--- src/rtl/ram_master_pkg.sv ---
// ram_master_pkg: shared widths and controller state encoding for ram_master_ctrl
// and the RAM instance it drives.
package ram_master_pkg;
    localparam int RM_ADDR_WIDTH = 8;
    localparam int RM_DATA_WIDTH = 10;
    localparam int RM_LEN_WIDTH  = 4;

    typedef enum logic [2:0] {
        S_IDLE    = 3'd0,
        S_WRITE   = 3'd1,
        S_READ    = 3'd2,
        S_DRAIN   = 3'd3,
        S_VFY_RD  = 3'd4,
        S_VFY_CAP = 3'd5
    } state_t;
endpackage

--- src/rtl/ram_master_ctrl_if.sv ---
// ram_master_ctrl_if: request/response stream plus RAM pin bundle of ram_master_ctrl.
// master = controller side, slave = client and RAM side.
interface ram_master_ctrl_if
    import ram_master_pkg::*;
#(
    parameter int ADDR_WIDTH = RM_ADDR_WIDTH,
    parameter int DATA_WIDTH = RM_DATA_WIDTH,
    parameter int LEN_WIDTH  = RM_LEN_WIDTH
) ();
    logic                  REQ_VALID;
    logic                  REQ_READY;
    logic                  REQ_WE;
    logic [ADDR_WIDTH-1:0] REQ_ADDR;
    logic [LEN_WIDTH-1:0]  REQ_LEN;
    logic [DATA_WIDTH-1:0] REQ_DATA;
    logic                  RSP_VALID;
    logic [DATA_WIDTH-1:0] RSP_DATA;
    logic                  RSP_LAST;
    logic                  MEM_EN;
    logic                  MEM_WE;
    logic [ADDR_WIDTH-1:0] MEM_ADDR;
    logic [DATA_WIDTH-1:0] MEM_DIN;
    logic [DATA_WIDTH-1:0] MEM_DOUT;
    logic                  ERR;

    modport master (
        input  REQ_VALID, REQ_WE, REQ_ADDR, REQ_LEN, REQ_DATA, MEM_DOUT,
        output REQ_READY, RSP_VALID, RSP_DATA, RSP_LAST,
               MEM_EN, MEM_WE, MEM_ADDR, MEM_DIN, ERR
    );

    modport slave (
        output REQ_VALID, REQ_WE, REQ_ADDR, REQ_LEN, REQ_DATA, MEM_DOUT,
        input  REQ_READY, RSP_VALID, RSP_DATA, RSP_LAST,
               MEM_EN, MEM_WE, MEM_ADDR, MEM_DIN, ERR
    );
endinterface

--- src/rtl/burst_addr_cnt.sv ---
// burst_addr_cnt: loadable wrapping address incrementer with remaining-beat
// down-counter; o_last flags the final beat.
module burst_addr_cnt #(
    parameter int ADDR_WIDTH = 8,
    parameter int LEN_WIDTH  = 4
) (
    input  logic                  i_clk,
    input  logic                  i_rst_n,
    input  logic                  i_load,
    input  logic                  i_step,
    input  logic [ADDR_WIDTH-1:0] i_addr,
    input  logic [LEN_WIDTH-1:0]  i_len,
    output logic [ADDR_WIDTH-1:0] o_addr,
    output logic                  o_last
);
    logic [ADDR_WIDTH-1:0] r_addr;
    logic [LEN_WIDTH-1:0]  r_rem;

    always_ff @(posedge i_clk) begin
        if (!i_rst_n) begin
            r_addr <= '0;
            r_rem  <= '0;
        end else if (i_load) begin
            r_addr <= i_addr;
            r_rem  <= i_len;
        end else if (i_step) begin
            r_addr <= r_addr + 1'b1;
            r_rem  <= r_rem - 1'b1;
        end
    end

    assign o_addr = r_addr;
    assign o_last = (r_rem == '0);
endmodule

--- src/rtl/ram_master_ctrl.sv ---
// ram_master_ctrl: valid/ready front end that sequences a single-port synchronous RAM.
// Define RAM_MASTER_WR_VERIFY_EN to add read-back verification of every write (ERR).
module ram_master_ctrl
    import ram_master_pkg::*;
#(
    parameter int ADDR_WIDTH = RM_ADDR_WIDTH,
    parameter int DATA_WIDTH = RM_DATA_WIDTH,
    parameter int LEN_WIDTH  = RM_LEN_WIDTH
) (
    input  logic              CLK,
    input  logic              RST,
    ram_master_ctrl_if.master bus
);
    state_t                r_state, w_next;
    logic                  r_ready;
    logic [DATA_WIDTH-1:0] r_wdata;
    logic                  r_mem_en, r_mem_we;
    logic [ADDR_WIDTH-1:0] r_mem_addr;
    logic [DATA_WIDTH-1:0] r_mem_din;
    logic                  r_tag_vld, r_tag_last, r_cap_vld, r_cap_last;
    logic                  r_rsp_valid, r_rsp_last;
    logic [DATA_WIDTH-1:0] r_rsp_data;
    logic                  w_accept, w_step, w_last;
    logic [ADDR_WIDTH-1:0] w_addr;

    assign w_accept = bus.REQ_VALID & r_ready;
    assign w_step   = (r_state == S_READ);

    burst_addr_cnt #(.ADDR_WIDTH(ADDR_WIDTH), .LEN_WIDTH(LEN_WIDTH)) u_cnt (
        .i_clk   (CLK),
        .i_rst_n (RST),
        .i_load  (w_accept),
        .i_step  (w_step),
        .i_addr  (bus.REQ_ADDR),
        .i_len   (bus.REQ_LEN),
        .o_addr  (w_addr),
        .o_last  (w_last)
    );

    always_comb begin
        w_next = S_IDLE;
        unique case (r_state)
            S_IDLE:   w_next = !w_accept ? S_IDLE : bus.REQ_WE ? S_WRITE : S_READ;
            S_READ:   w_next = w_last ? S_DRAIN : S_READ;
`ifdef RAM_MASTER_WR_VERIFY_EN
            S_WRITE:  w_next = S_VFY_RD;
            S_VFY_RD: w_next = S_VFY_CAP;
`endif
            default:  w_next = S_IDLE;
        endcase
    end

    // RAM pins follow the state one cycle later; read tags ride two stages behind
    // the address so capture lands in the cycle the RAM drives that word.
    always_ff @(posedge CLK) begin
        if (!RST) begin
            r_state     <= S_IDLE;
            r_ready     <= 1'b1;
            r_wdata     <= '0;
            r_mem_en    <= 1'b0;
            r_mem_we    <= 1'b0;
            r_mem_addr  <= '0;
            r_mem_din   <= '0;
            r_tag_vld   <= 1'b0;
            r_tag_last  <= 1'b0;
            r_cap_vld   <= 1'b0;
            r_cap_last  <= 1'b0;
            r_rsp_valid <= 1'b0;
            r_rsp_last  <= 1'b0;
            r_rsp_data  <= '0;
        end else begin
            r_state     <= w_next;
            r_ready     <= (w_next == S_IDLE);
            if (w_accept && bus.REQ_WE) r_wdata <= bus.REQ_DATA;
            r_mem_en    <= (r_state != S_IDLE);
            r_mem_we    <= (r_state == S_WRITE);
            if (r_state == S_WRITE || r_state == S_READ) r_mem_addr <= w_addr;
            if (r_state == S_WRITE) r_mem_din <= r_wdata;
            r_tag_vld   <= w_step;
            r_tag_last  <= w_step && w_last;
            r_cap_vld   <= r_tag_vld;
            r_cap_last  <= r_tag_last;
            r_rsp_valid <= r_cap_vld;
            r_rsp_last  <= r_cap_last;
            if (r_cap_vld) r_rsp_data <= bus.MEM_DOUT;
        end
    end

`ifdef RAM_MASTER_WR_VERIFY_EN
    logic r_vfy_tag, r_vfy_cap, r_err;

    // r_mem_din still holds the written word while its read-back is on the bus
    always_ff @(posedge CLK) begin
        if (!RST) begin
            r_vfy_tag <= 1'b0;
            r_vfy_cap <= 1'b0;
            r_err     <= 1'b0;
        end else begin
            r_vfy_tag <= (r_state == S_VFY_RD);
            r_vfy_cap <= r_vfy_tag;
            if (r_vfy_cap && bus.MEM_DOUT != r_mem_din) r_err <= 1'b1;
        end
    end

    assign bus.ERR = r_err;
`else
    assign bus.ERR = 1'b0;
`endif

    assign bus.REQ_READY = r_ready;
    assign bus.RSP_VALID = r_rsp_valid;
    assign bus.RSP_DATA  = r_rsp_data;
    assign bus.RSP_LAST  = r_rsp_last;
    assign bus.MEM_EN    = r_mem_en;
    assign bus.MEM_WE    = r_mem_we;
    assign bus.MEM_ADDR  = r_mem_addr;
    assign bus.MEM_DIN   = r_mem_din;
endmodule

--- src/flat_wrapper.sv ---
// flat-port wrapper written by rule: the top's interface ports become plain ports
module ram_master_ctrl_flat import ram_master_pkg::*;
#(
    parameter int ADDR_WIDTH = RM_ADDR_WIDTH,
    parameter int DATA_WIDTH = RM_DATA_WIDTH,
    parameter int LEN_WIDTH  = RM_LEN_WIDTH
)
  (CLK, RST, bus_REQ_VALID, bus_REQ_WE, bus_REQ_ADDR, bus_REQ_LEN, bus_REQ_DATA, bus_MEM_DOUT, bus_REQ_READY, bus_RSP_VALID, bus_RSP_DATA, bus_RSP_LAST, bus_MEM_EN, bus_MEM_WE, bus_MEM_ADDR, bus_MEM_DIN, bus_ERR);
  ram_master_ctrl_if #(.ADDR_WIDTH(ADDR_WIDTH), .DATA_WIDTH(DATA_WIDTH), .LEN_WIDTH(LEN_WIDTH)) bus_i ();
  input  logic CLK;
  input  logic RST;
  input wire logic [$bits(bus_i.REQ_VALID)-1:0] bus_REQ_VALID;
  input wire logic [$bits(bus_i.REQ_WE)-1:0] bus_REQ_WE;
  input wire logic [$bits(bus_i.REQ_ADDR)-1:0] bus_REQ_ADDR;
  input wire logic [$bits(bus_i.REQ_LEN)-1:0] bus_REQ_LEN;
  input wire logic [$bits(bus_i.REQ_DATA)-1:0] bus_REQ_DATA;
  input wire logic [$bits(bus_i.MEM_DOUT)-1:0] bus_MEM_DOUT;
  output wire logic [$bits(bus_i.REQ_READY)-1:0] bus_REQ_READY;
  output wire logic [$bits(bus_i.RSP_VALID)-1:0] bus_RSP_VALID;
  output wire logic [$bits(bus_i.RSP_DATA)-1:0] bus_RSP_DATA;
  output wire logic [$bits(bus_i.RSP_LAST)-1:0] bus_RSP_LAST;
  output wire logic [$bits(bus_i.MEM_EN)-1:0] bus_MEM_EN;
  output wire logic [$bits(bus_i.MEM_WE)-1:0] bus_MEM_WE;
  output wire logic [$bits(bus_i.MEM_ADDR)-1:0] bus_MEM_ADDR;
  output wire logic [$bits(bus_i.MEM_DIN)-1:0] bus_MEM_DIN;
  output wire logic [$bits(bus_i.ERR)-1:0] bus_ERR;
  assign bus_i.REQ_VALID = bus_REQ_VALID;
  assign bus_i.REQ_WE = bus_REQ_WE;
  assign bus_i.REQ_ADDR = bus_REQ_ADDR;
  assign bus_i.REQ_LEN = bus_REQ_LEN;
  assign bus_i.REQ_DATA = bus_REQ_DATA;
  assign bus_i.MEM_DOUT = bus_MEM_DOUT;
  assign bus_REQ_READY = bus_i.REQ_READY;
  assign bus_RSP_VALID = bus_i.RSP_VALID;
  assign bus_RSP_DATA = bus_i.RSP_DATA;
  assign bus_RSP_LAST = bus_i.RSP_LAST;
  assign bus_MEM_EN = bus_i.MEM_EN;
  assign bus_MEM_WE = bus_i.MEM_WE;
  assign bus_MEM_ADDR = bus_i.MEM_ADDR;
  assign bus_MEM_DIN = bus_i.MEM_DIN;
  assign bus_ERR = bus_i.ERR;
  ram_master_ctrl #(.ADDR_WIDTH(ADDR_WIDTH), .DATA_WIDTH(DATA_WIDTH), .LEN_WIDTH(LEN_WIDTH)) u_core (.CLK(CLK), .RST(RST), .bus(bus_i));
endmodule
--- config.mk ---
export PLATFORM = sky130hd
export DESIGN_NAME = ram_master_ctrl_flat
export DESIGN_NICKNAME = d
export VERILOG_FILES = /design/src/rtl/ram_master_pkg.sv /design/src/rtl/ram_master_ctrl_if.sv /design/src/rtl/burst_addr_cnt.sv /design/src/rtl/ram_master_ctrl.sv /design/src/flat_wrapper.sv
export SDC_FILE = /design/constraint.sdc
export NUM_CORES = 1
export LEC_CHECK = 0
export CAP_MARGIN = 20
export CORE_MARGIN = 2
export CORE_UTILIZATION = 50
export DETAILED_ROUTE_END_ITERATION = 10
export GPL_TIMING_DRIVEN = 0
export HOLD_SLACK_MARGIN = 0.12
export PLACE_DENSITY_LB_ADDON = 0.05
export REMOVE_ABC_BUFFERS = 1
export SKIP_LAST_GASP = 1
export SYNTH_ARGS = -nofsm -noshare
export SYNTH_HDL_FRONTEND = slang
export SYNTH_SLANG_ARGS = --single-unit
--- constraint.sdc ---
create_clock -name CLK -period 3 [get_ports CLK]
set_clock_uncertainty 0.1 [all_clocks]
set_input_delay 0.45 -clock CLK [delete_from_list [all_inputs] [get_ports CLK]]
set_output_delay 0.45 -clock CLK [all_outputs]
set_load 0.005 [all_outputs]
### After elaboration in Yosys (flattened, before gate mapping)

Index checks and enable logic that the tools add are counted.

* register bits after elaboration: 62
* bits of input ports: 36
* logic and storage cells: 37

* add/subtract/negate cells: 2
* equal/unequal tests: 2
* multiplexer cells: 8
* bitwise logic cells: 1
* reduce and logical (&&, ||, !) cells: 8

Operator list (number)
* 8-bit two-way mux: 2
* 8-bit by 1-bit adder with 8-bit output (second input constant): 1
* 4-bit two-way mux: 2
* 3-bit zero test: 2
* 3-bit one-hot mux with 2 select lines: 1
* 4-bit zero test: 1
* 4-bit by 1-bit subtractor with 4-bit output (second input constant): 1
* 3-bit by 1-bit == test with 1-bit output (second input constant): 1
* 3-bit by 2-bit == test with 1-bit output (second input constant): 1
* 3-bit two-way mux: 1
* 3-bit nonzero test: 1
* 1-bit logical AND: 2
* 2-bit two-way mux: 1
* 2-bit nonzero test: 1
* 1-bit bitwise AND: 1
* 1-bit logical OR: 1
* 1-bit two-way mux: 1

### Depth between registers and ports, before layout

* word-level depth: 4
* gate-level depth with buffers: 6
* depth with buffers taken out: 5

### Cells and area by module

A second synthesis with hierarchy kept.

* cell total of the unflattened synthesis: 244
* area total of the unflattened synthesis: 2512.4 µm²

Modules (own cells, without submodules)
* ram_master_ctrl: instances 1, cells each 167, area each 1853.0 µm², sequential area each 980.9 µm²
* burst_addr_cnt: instances 1, cells each 77, area each 659.4 µm², sequential area each 240.2 µm²

### Least setup slack after synthesis

No wires, ideal clock.

* path kind: register -> register
* start: reg u_core.r_state[0]
* end: reg u_core.u_cnt.r_addr[7] (netlist: u_core.u_cnt.o_addr[7])
* data arrival time: 1194 ps
* required time: 2826 ps
* setup slack: 1631 ps
* cell stages (with the launch flop): 6
* path buffers: 0
* period minus slack after synthesis: 1369 ps
* path through: dfxtp_1 -> inv_1 -> ha_1 -> nand4_2 -> or3_1 -> a31oi_1

* cells in the longest elaborated chain, start to end: 2

Ends and longest elaborated chain
* start, declared: RTL line ram_master_ctrl.sv:14 `state_t r_state, w_next;`
* start signal, assigned: RTL line ram_master_ctrl.sv:72 `r_state <= w_next;`
* 3-bit by 2-bit == test with 1-bit output: RTL line ram_master_ctrl.sv:27 `assign w_step = (r_state == S_READ);`
* via u_core.u_cnt.i_step: RTL line burst_addr_cnt.sv:10 `input logic i_step,`
* 2-bit nonzero test (no source line)
* end signal, assigned: RTL line burst_addr_cnt.sv:24 `r_addr <= i_addr;`
* end signal, assigned: RTL line burst_addr_cnt.sv:27 `r_addr <= r_addr + 1'b1;`
* end, declared: RTL line burst_addr_cnt.sv:16 `logic [ADDR_WIDTH-1:0] r_addr;`

The timed path passes the listed nets, and every way through them passes these cells.
A chain may end at the register's enable or synchronous reset.

### Worst setup path in the final report

Same ends and word-level chain as after synthesis.

==> run metrics <==
GRT Overall Usage approximately a fifth; number of global-route vias before repair 1741; layout net count 346; global-route wire length before repair a little under 8 mm; area delta synth->final 40.6%; ANT nets after route 0; critical path endpoint u_core.u_cnt.o_addr[7]; cell breakdown of the critical path inv_1 > ha_1 > nand4_2 > or3_1 > a31oi_1; PnR worst setup slack between 1 and 1.5 ns; cells resized by post-CTS repair 0; routed len/inst about 14 microns; Core ar. 0.00441 sq mm; critical path required time 3.15 ns; placed instance area between 0.002 and 0.003 sq mm; Worst VDD drop approximately 510 uV; kind of critical path register to register; TritonCTS Buffers 9; Routability Congestion ~0.79; Reg-to-Reg Start u_core.r_state[0]; crit path time final roughly 1.9 ns; die area 0.00518 sq mm; Worst setup SP type register; CTS tree done; Pre-antenna DRT Iters 4; Worst Path Buf+Inv 1; Max-Cap Viols 0; via count roughly 1900; final worst path period share 62.6%; CTS sink cnt ~60; RSZ-0062 raised after global routing no; Synth Area per Inst roughly 9.7 sq um; R2R cell count 5; slowest stage delay, CP 0.51 ns; status completed; vias per inst approximately 5.2; Mapped Area approximately 0.0023 sq mm; effective utilization at floorplan 52.3%; deepest clock path buffer count 2; Inserted Diodes 0; HPWL Detailed between 3 and 4 mm; Post-Syn Instances 239; R2R Setup Slk approximately 1.1 ns; Final Setup Violations 0; initial DRC count 54; pre-CTS setup slack between 0.7 and 0.8 ns; Root Driver clkbuf_8; Yosys cell types 29; Reg2Reg Capture Point u_core.u_cnt.o_addr[7]; critical path startpoint u_core.r_state[0]; io pins 70; Port Buffers between 60 and 70; initial antenna violation count 0; final wirelength between 4 and 5 mm; Achievable Freq between 500 and 600 MHz; CP max stage cell ha_1; DRC 0; site row count 24; H-tree levels 3; TNS Setup 0 ns; PwrDens between 600 and 700 mW/mm^2; Hold WC Path Type register to register; YS warnings 0; #FFs+latches synth between 60 and 70; Finished Cell Area around 0.0032 sq mm; Reg clk slew, reported paths around 0.060 ns; Remaining Overflow, GRT 0; register area share after synthesis 52.9%; worst skew pair latency between 0.3 and 0.4 ns; critical path arrival 2.03 ns; die width around 72 microns; layout cells sized above 1 around 6.5%; static leakage 0.00120 uW; CP delay by family, top simple AND/OR/NAND/NOR gates; Crit. End Element register; die height just over 70 microns; Hold Fails Final Rpt 0; critical path depth 5; largest net degree at the start of global routing 47; max-slew violation count 0; worst slew pin tran about 0.8 ns; cts hold-fix bufs 0; Post-CTS Setup Bufs 0; Slew HR between 40% and 50%; Critical Path Fanout Max 13
-- power by group --
| part | leakage [uW] | switching [uW] | internal [uW] |
|---|---|---|---|
| clock network | 0.000130 | 306 | 621 |
| logic | 0.000573 | 103 | 127 |
| registers | 0.000497 | 37.2 | 854 |
-- metrics by stage --
step / total power, uW / util (%) / hold WS, ns / std cells
global placement: 1130 / 67.7 / 0.316 / 345
global route: 2120 / 73.6 / 0.347 / 361
floorplan: 1020 / - / 0.312 / 225
detailed placement: 1140 / 67.7 / 0.318 / 345
CTS: 2060 / 73.6 / 0.332 / 361
finish: 2050 / 73.6 / 0.336 / 361
-- worst min-delay path by stage --
stage                           start                   to  slack, ns  cells past startpoint
finish               u_core.r_tag_vld     u_core.r_cap_vld       0.34                      1
global route         u_core.r_tag_vld     u_core.r_cap_vld       0.35                      1
CTS                  u_core.r_tag_vld     u_core.r_cap_vld       0.33                      1
detailed placement   u_core.r_tag_vld     u_core.r_cap_vld       0.32                      1
global placement    u_core.r_cap_last  u_core.bus.RSP_LAST       0.32                      1
floorplan           u_core.r_cap_last  u_core.bus.RSP_LAST       0.31                      1
-- cells by family (layout without fill, tap and decap cells) --
group / after synthesis / after routing / share of synthesized area (%)
AO/OA/AOI/OAI: 34 / 34 / 8.50
XOR/XNOR: 7 / 7 / 2.65
adder cells (fa/ha/maj): 6 / 6 / 3.25
buffers and inverters: 20 / 90 / 3.85
flip-flops: 61 / 61 / 52.9
multiplexers: 29 / 29 / 12.6
other: 1 / 1 / 0.162
AND/OR/NAND/NOR: 81 / 81 / 16.1
-- final cells by class --
type | instances | area [sq um]
clock buffer | 13 | 169
clock inverter | 3 | 90.1
fill | 339 | 1170
inverter | 6 | 22.5
multi-input combinational | 158 | 1000
sequential | 61 | 1220
tap | 52 | 65.1
timing repair buffer | 68 | 681
-- flip-flops by register name, summed over array words and instances, names as in the netlist --
name,count
u_core.r_wdata,10
u_core.r_cap_last,1
u_core.bus.RSP_LAST,1
u_core.bus.RSP_VALID,1
u_core.bus.MEM_DIN,10
u_core.u_cnt.r_rem,4
u_core.r_cap_vld,1
u_core.r_tag_vld,1
u_core.bus.RSP_DATA,10
u_core.u_cnt.o_addr,8
u_core.r_state,2
u_core.bus.MEM_WE,1
u_core.bus.REQ_READY,1
u_core.bus.MEM_EN,1
u_core.bus.MEM_ADDR,8
u_core.r_tag_last,1
-- routing by layer --
layer,wire length [microns],share of wire (%),track usage [%]
met2,2310,47,31.3
met5,0,0,0
met1,2160,44,23.8
met3,363,7.4,6.53
met4,59,1.2,9.85
-- synth_stat cells, drive strengths merged --
cell	instances	area share, %
dfxtp	61	53
nor2	35	5.7
mux2i	29	13
nand2	27	4.5
a21oi	13	2.8
buf	11	2.4
o21ai	9	2.0
a211oi	6	2.0
ha	6	3.3
inv	6	0.98
and2	5	1.4
nand3	4	0.87
xor2	4	1.5
a31oi	3	0.81
clkbuf	3	0.49
nand4	3	1.1
or3	3	0.81
xnor2	3	1.1
and3	2	0.54
nor4b	2	1.3
conb	1	0.16
o211ai	1	0.33
o21bai	1	0.33
o31ai	1	0.33
-- layout by cell type, fill, tap and decap left out, drive strengths merged --
| master | count |
|---|---|
| nor4b | 2 |
| o21bai | 1 |
| nand4 | 3 |
| clkdlybuf4s50 | 68 |
| xnor2 | 3 |
| conb | 1 |
| and3 | 2 |
| xor2 | 4 |
| o211ai | 1 |
| mux2i | 29 |
| nand2 | 27 |
| a211oi | 6 |
| a31oi | 3 |
| nor2 | 35 |
| o21ai | 9 |
| a21oi | 13 |
| dfxtp | 61 |
| nand3 | 4 |
| or3 | 3 |
| clkbuf | 13 |
| bufinv | 3 |
| inv | 6 |
| ha | 6 |
| o31ai | 1 |
| and2 | 5 |
(Power assumes the default switching activity.)
